--- src/rtl/tl_pkg.sv ---
// Shared types and default constants for the traffic-light timing/request stage.
package tl_pkg;

    // Pedestrian request FSM states
    typedef enum logic [1:0] {
        IDLE    = 2'd0,
        PENDING = 2'd1,
        LOCKOUT = 2'd2
    } tl_req_state_e;

    localparam int unsigned PHASE_W          = 4;
    localparam int unsigned CLK_DIV_DEF      = 50000000;
    localparam int unsigned DEB_CYCLES_DEF   = 20;
    localparam int unsigned LOCKOUT_SECS_DEF = 5;
    localparam int unsigned COUNT_MOD_DEF    = 10;

    // Counter width able to hold 0..n-1, never narrower than one bit
    function automatic int unsigned cnt_w(input int unsigned n);
        return (n <= 1) ? 1 : $clog2(n);
    endfunction

endpackage

--- src/rtl/tl_debounce.sv ---
// Two-flop synchronizer plus stable-count debouncer for the pedestrian button.
// btn_db follows the synchronized level only after DEB_CYCLES consecutive
// samples disagree with the current debounced level.
module tl_debounce
    import tl_pkg::*;
#(
    parameter int unsigned DEB_CYCLES = DEB_CYCLES_DEF
) (
    input  logic clk,
    input  logic rst,
    input  logic btn,
    output logic btn_db
);

    localparam int unsigned DEB_W = cnt_w(DEB_CYCLES);

    logic             sync_q1;
    logic             sync_q2;
    logic [DEB_W-1:0] deb_cnt;

    // Bring the asynchronous button into the clk domain
    always_ff @(posedge clk) begin
        if (rst) begin
            sync_q1 <= 1'b0;
            sync_q2 <= 1'b0;
        end else begin
            sync_q1 <= btn;
            sync_q2 <= sync_q1;
        end
    end

    // Count consecutive disagreeing samples; accept the new level on the last one
    always_ff @(posedge clk) begin
        if (rst) begin
            deb_cnt <= '0;
            btn_db  <= 1'b0;
        end else if (sync_q2 == btn_db) begin
            deb_cnt <= '0;
        end else if (deb_cnt == DEB_W'(DEB_CYCLES - 1)) begin
            deb_cnt <= '0;
            btn_db  <= sync_q2;
        end else begin
            deb_cnt <= deb_cnt + DEB_W'(1);
        end
    end

endmodule

--- src/rtl/tl_tick_ped_req.sv ---
// Timing and pedestrian-request stage for the three-way traffic light.
// Produces a one-cycle seconds tick, a wrapping phase count, and a held
// pedestrian request that clears on controller acknowledge followed by a
// lockout of LOCKOUT_SECS ticks.
// Optional feature: define TL_PED_CHIRP_EN to add the ped_chirp output,
// which toggles once per second while a request is pending.
module tl_tick_ped_req
    import tl_pkg::*;
#(
    parameter int unsigned CLK_DIV      = CLK_DIV_DEF,
    parameter int unsigned DEB_CYCLES   = DEB_CYCLES_DEF,
    parameter int unsigned LOCKOUT_SECS = LOCKOUT_SECS_DEF,
    parameter int unsigned COUNT_MOD    = COUNT_MOD_DEF
) (
    input  logic               clk,
    input  logic               rst,
    input  logic               ped_btn,
    input  logic               ped_ack,
    output logic               sec_tick,
    output logic [PHASE_W-1:0] phase_cnt,
    output logic               ped_req,
    output logic               ped_busy,
    output logic               btn_db
`ifdef TL_PED_CHIRP_EN
    ,
    output logic               ped_chirp
`endif
);

    localparam int unsigned DIV_W  = cnt_w(CLK_DIV);
    localparam int unsigned LOCK_W = cnt_w(LOCKOUT_SECS + 1);

    logic [DIV_W-1:0]  div_cnt;
    logic              div_wrap_c;
    logic              btn_db_q;
    logic              press_c;
    tl_req_state_e     state;
    tl_req_state_e     state_d;
    logic [LOCK_W-1:0] lock_cnt;
    logic [LOCK_W-1:0] lock_cnt_d;

    // Debounced button level
    tl_debounce #(
        .DEB_CYCLES (DEB_CYCLES)
    ) u_debounce (
        .clk    (clk),
        .rst    (rst),
        .btn    (ped_btn),
        .btn_db (btn_db)
    );

    assign div_wrap_c = (div_cnt == DIV_W'(CLK_DIV - 1));

    // Prescaler: sec_tick is high the cycle after the divider reaches its top
    always_ff @(posedge clk) begin
        if (rst) begin
            div_cnt  <= '0;
            sec_tick <= 1'b0;
        end else begin
            div_cnt  <= div_wrap_c ? '0 : div_cnt + DIV_W'(1);
            sec_tick <= div_wrap_c;
        end
    end

    // Phase count advances together with sec_tick and wraps at COUNT_MOD
    always_ff @(posedge clk) begin
        if (rst) begin
            phase_cnt <= '0;
        end else if (div_wrap_c) begin
            if (phase_cnt == PHASE_W'(COUNT_MOD - 1)) begin
                phase_cnt <= '0;
            end else begin
                phase_cnt <= phase_cnt + PHASE_W'(1);
            end
        end
    end

    // Delayed debounced level for rising-edge detection
    always_ff @(posedge clk) begin
        if (rst) begin
            btn_db_q <= 1'b0;
        end else begin
            btn_db_q <= btn_db;
        end
    end

    assign press_c = btn_db & ~btn_db_q;

    // Request FSM next-state; ack outranks a coincident press in PENDING
    always_comb begin
        state_d    = state;
        lock_cnt_d = lock_cnt;
        case (state)
            IDLE: begin
                if (press_c) begin
                    state_d = PENDING;
                end
            end
            PENDING: begin
                if (ped_ack) begin
                    state_d    = LOCKOUT;
                    lock_cnt_d = LOCK_W'(LOCKOUT_SECS);
                end
            end
            LOCKOUT: begin
                if (sec_tick) begin
                    if (lock_cnt == LOCK_W'(1)) begin
                        state_d    = IDLE;
                        lock_cnt_d = '0;
                    end else begin
                        lock_cnt_d = lock_cnt - LOCK_W'(1);
                    end
                end
            end
            default: begin
                state_d    = IDLE;
                lock_cnt_d = '0;
            end
        endcase
    end

    // Request FSM state register with registered status decode
    always_ff @(posedge clk) begin
        if (rst) begin
            state    <= IDLE;
            lock_cnt <= '0;
            ped_req  <= 1'b0;
            ped_busy <= 1'b0;
        end else begin
            state    <= state_d;
            lock_cnt <= lock_cnt_d;
            ped_req  <= (state_d == PENDING);
            ped_busy <= (state_d == LOCKOUT);
        end
    end

`ifdef TL_PED_CHIRP_EN
    logic chirp_d;

    // Chirp toggles per tick while pending and drops as soon as PENDING is left
    always_comb begin
        chirp_d = 1'b0;
        if (state_d == PENDING) begin
            chirp_d = ped_chirp;
            if ((state == PENDING) && sec_tick) begin
                chirp_d = ~ped_chirp;
            end
        end
    end

    // Chirp output register
    always_ff @(posedge clk) begin
        if (rst) begin
            ped_chirp <= 1'b0;
        end else begin
            ped_chirp <= chirp_d;
        end
    end
`endif

endmodule
--- config.mk ---
export PLATFORM = sky130hd
export DESIGN_NAME = tl_tick_ped_req
export DESIGN_NICKNAME = d
export VERILOG_FILES = /design/src/rtl/tl_pkg.sv /design/src/rtl/tl_debounce.sv /design/src/rtl/tl_tick_ped_req.sv
export SDC_FILE = /design/constraint.sdc
export NUM_CORES = 1
export LEC_CHECK = 0
export BUFFER_PORTS_ARGS = -buffer_cell sky130_fd_sc_hd__buf_2
export CAP_MARGIN = 20
export CORE_MARGIN = 1
export CORE_UTILIZATION = 45
export CTS_BUF_LIST = sky130_fd_sc_hd__clkbuf_16
export DETAILED_ROUTE_END_ITERATION = 10
export SLEW_MARGIN = 30
export SYNTH_ARGS = -nofsm -noshare
export SYNTH_HDL_FRONTEND = slang
export SYNTH_SLANG_ARGS = --single-unit
--- constraint.sdc ---
create_clock -name clk -period 2.6 [get_ports clk]
set_clock_uncertainty 0.1 [all_clocks]
set_input_delay 0.26 -clock clk [delete_from_list [all_inputs] [get_ports clk]]
set_output_delay 0.26 -clock clk [all_outputs]
set_load 0.05 [all_outputs]
# Word-level counts from Yosys, hierarchy flattened
# Index checks and enable logic that the tools add are counted.
[totals]
output_inout_bits = 8
reg_bits = 47
input_bits = 4
elab_cells = 46
[op_classes]
addsub = 4
n_reduce_logical = 5
bitwise = 4
n_eq_ne = 11
muxes = 10
[ops]
columns = ["cell", "count"]
rows = [
  ["$add 26x1->26 const B", 1],
  ["$eq 26x26->1 const B", 1],
  ["$mux 3", 3],
  ["$pmux 3 s3", 1],
  ["$mux 2", 4],
  ["$pmux 2 s3", 1],
  ["$add 5x1->5 const B", 1],
  ["$eq 5x5->1 const B", 1],
  ["$add 4x1->4 const B", 1],
  ["$eq 2x1->1 const B", 2],
  ["$eq 2x2->1 const B", 2],
  ["$eq 4x4->1 const B", 1],
  ["$mux 4", 1],
  ["$ne 2x2->1 const B", 2],
  ["$eq 3x1->1 const B", 1],
  ["$not 1->1", 3],
  ["$reduce_and 3->1", 1],
  ["$reduce_or 3->1", 1],
  ["$sub 3x1->3 const B", 1],
  ["$logic_not 2->1", 1],
  ["$reduce_and 2->1", 1],
  ["$reduce_or 2->1", 1],
  ["$and 1x1->1", 1],
  ["$eq 1x1->1", 1],
]

# Longest topological paths before layout
[logic_depth]
word_depth = 5
ltp_mapped = 6
mapped_depth_nobuf = 6

# Modules after synthesis
# Synthesis repeated with hierarchy kept, for this count alone.
[unflattened]
hier_cells = 247
hier_area_um2 = 2194.6
[by_module_without_submodules]
columns = ["module", "cells_per_inst", "area_each_um2", "seq_area_each_um2", "n_inst"]
rows = [
  ["tl_tick_ped_req", 216, 1873.0, 780.7, 1],
  ["tl_debounce", 31, 321.6, 160.2, 1],
]

# Least setup slack after synthesis
# No wires, ideal clock.
[synth_timing]
path_kind = "register -> register"
startpoint = "register div_cnt[0]"
endpoint = "register div_cnt[22]"
slack_ns = 0.678
stages_incl_launch_ff = 7
required_time_ns = 2.434
synth_period_minus_slack_ns = 1.922
setup_time_ns = 0.066
n_path_buf = 1
arrival_time_ns = 1.756
path_cell_list = "dfxtp_1 -> ha_1 -> nand4_1 -> or4_1 -> buf_2 -> or3_1 -> a21oi_2"
[synth_between]
elab_chain_cells = 2
elab_cells_between_ends = 3
classes_between = "add/sub: 1; eq/ne: 1; reduce/logical: 1"
[synth_rtl]
columns = ["element", "line_no", "source"]
rows = [
  ["start, declared", "tl_tick_ped_req.sv:33", "logic [DIV_W-1:0] div_cnt;"],
  ["start signal, assigned", "tl_tick_ped_req.sv:60", "div_cnt <= div_wrap_c ? '0 : div_cnt + DIV_W'(1);"],
  ["parallel branches: the longest is 2 deep, another holds $add 26x1->26", "-", ""],
]
# Several ways; the timed one is not identified.
# A chain may end at the register's enable or synchronous reset.

# Worst setup path after layout
[layout_timing]
startpoint = "register div_cnt[0]"
endpoint = "register div_cnt[10]"
# Same word-level chain as after synthesis.

==> metrics <==
outcome=finished clean; CTS clk-pin slew, worst paths=0.06 ns; hold crit path type=in -> reg; CP required=2.67 ns; total of max-cap violations=0; row cnt=25; Slew HR=0.6788; Final setup viols=0; Total Power=1.389 mW; Layout area overhead=11.84%; top area cells in the synthesized netlist=dfxtp_1, nor2_1, ha_1; initial antenna violation count=0; initial core utilization=0.4697; Routed WL=3975 um; fin util=0.5253; register-to-register setup slack=0.39 ns; CP max FO=23; Final WS setup=0.3879 ns; Power Dens Cells=560.0 nW/um^2; Avg Inst Size Synth=8.909 um^2; vias per cell=5.367; GRT overflow=0; FMAX=452.1 MHz; Clk Latency, worst-skew pair=0.29 ns; sequential element share of the synthesized area=0.4241; die width=72.21 um; GRT Total Usage=0.1670; hold depth=2; CTS tree=yes; post-synth top area cell=dfxtp_1; VDD IR max=0.5080 mV; ys flop type=dfxtp_1; FFs w/ async S/R, synth=0; pre-CTS WS=0.3710 ns; Worst Reg-to-Reg Cells=6; Mapped Area=2218 um^2; dpl cells=322; fin cells=330; FF-to-FF Start=div_cnt[0]; Pleak=0.8439 nW; DRC viols=0; Yosys top cell area share=0.4241; total negative setup slack=0 ns; dpl hpwl=2826 um; cell with the most instances after synthesis=dfxtp_1; RePlAce Congestion=0.7634; post-CTS setup repair buffer count=0; yosys warns=0; RSZ-0062 raised after global routing=no; WHS=0.08074 ns; CTS Buf Count=5; Worst Hold Path EP=u_debounce.sync_q1; CP Capture Type=flip-flop; clock root cell=clkbuf_16; CTS Sinks=47; Hold-fix buffers, CTS=0; PostCTS Resize Cnt=0; critical path arrival=2.28 ns; critical path startpoint category=flip-flop; share of layout cells above drive strength 1=0.1179; WL per Instance=12.05 um; starting DRC count in detailed routing=26; first-pass GRT wire length=6796 um; largest net degree at the start of global routing=24; post-synth cell types=50; Layout Nets=274; kind of critical path=reg -> reg; core area=4723 um^2; Cells after Synth=249; worst slew pin tran=0.4697 ns; Net Count, Synth=261; vias in the first global route=1,560; Vias=1,771; Chip Height=72.21 um; Fin. Hold Viols=0; Pre-antenna DRT Iters=4; worst-case clock buffer depth=2; H-tree depth=2; Slew Limit Fails=0; worst hold start=ped_btn; port buffer count=11; minimum clock period=2.212 ns; Commonest cells post-synth=dfxtp_1, nor2_1, a21oi_1, inv_1, nand3_1; dpl cell area=2331 um^2; ANT nets after route=0; FILL cells=452; I/O Pins=12; flop and latch count out of synthesis=47; ANT cells=0; Final period util=0.8508; EDFF count, synth=0; Die Area=5214 um^2; fin area=2481 um^2; capturing point of the worst reg2reg path=div_cnt[10]
==> worst max-delay path, stage by stage, from the launching register on <==
cell	delay, ns
dfxtp_1	0.36
ha_1	0.28
nor4bb_1	0.23
nand4_1	0.40
o31ai_2	0.33
buf_4	0.30
nor2_1	0.08
==> final cells by class <==
| class | instances | area, um^2 | share of cell area |
|---|---|---|---|
| sequential | 47 | 940.9 | 0.3792 |
| tap | 67 | 83.83 | 0.03379 |
| clock inverter | 3 | 25.02 | 0.01009 |
| clock buffer | 5 | 125.1 | 0.05043 |
| multi-input combinational | 181 | 1180 | 0.4755 |
| timing repair buffer | 14 | 77.57 | 0.03127 |
| inverter | 13 | 48.80 | 0.01967 |
==> state kept, by name (all words and copies together), names as in the netlist <==
signal,cells
u_debounce.btn_db,1
state,2
phase_cnt,4
div_cnt,26
u_debounce.deb_cnt,5
ped_busy,1
u_debounce.sync_q1,1
lock_cnt,3
ped_req,1
u_debounce.sync_q2,1
sec_tick,1
btn_db_q,1
==> cells in the final DEF (no fill, tap or decap), types with 3 or more instances in the layout <==
cell type	n
nor3_1	7
dfxtp_1	47
o21ai_0	10
nor2_1	28
or3_1	10
nor4_1	3
buf_4	3
nand2_1	10
inv_1	13
nor2b_1	6
ha_1	8
and4_1	3
a21oi_1	14
xnor2_1	10
o31ai_1	4
o41ai_1	3
nand3_1	13
xor2_1	7
clkbuf_16	5
nand4_1	8
or4_1	6
buf_2	11
==> report_power, final <==
| part | switching [mW] | total [mW] | internal (mW) | leakage, nW |
|---|---|---|---|---|
| logic | 0.0192 | 0.0301 | 0.0109 | 0.394 |
| clock network | 0.271 | 0.630 | 0.359 | 0.0700 |
| registers | 0.00358 | 0.729 | 0.726 | 0.380 |
| total | 0.294 | 1.39 | 1.10 | 0.844 |
==> worst max path at each step <==
stage / depth (start not counted) / startpoint / to
finish: 6 / div_cnt[0] / div_cnt[10]
global route: 6 / div_cnt[0] / div_cnt[16]
global placement: 6 / div_cnt[0] / div_cnt[5]
detailed placement: 6 / div_cnt[0] / div_cnt[3]
CTS: 6 / div_cnt[0] / div_cnt[3]
floorplan: 6 / div_cnt[0] / div_cnt[22]
==> metal layers <==
metal,vias up,part of all wire,GRT usage
li1,928,-,-
met1,817,0.49,0.2132
met2,19,0.46,0.2710
met3,7,0.026,0.03333
met4,0,0.019,0.07843
met5,-,0,0
==> logic make-up after synthesis <==
group / after synthesis / synth area share
adder cells (fa/ha/maj): 8 / 0.04512
multiplexers: 2 / 0.009025
AO/OA/AOI/OAI: 45 / 0.1337
flip-flops: 47 / 0.4241
AND/OR/NAND/NOR: 109 / 0.2769
XOR/XNOR: 17 / 0.06712
buffers and inverters: 21 / 0.04399
(Power assumes the default switching activity.)
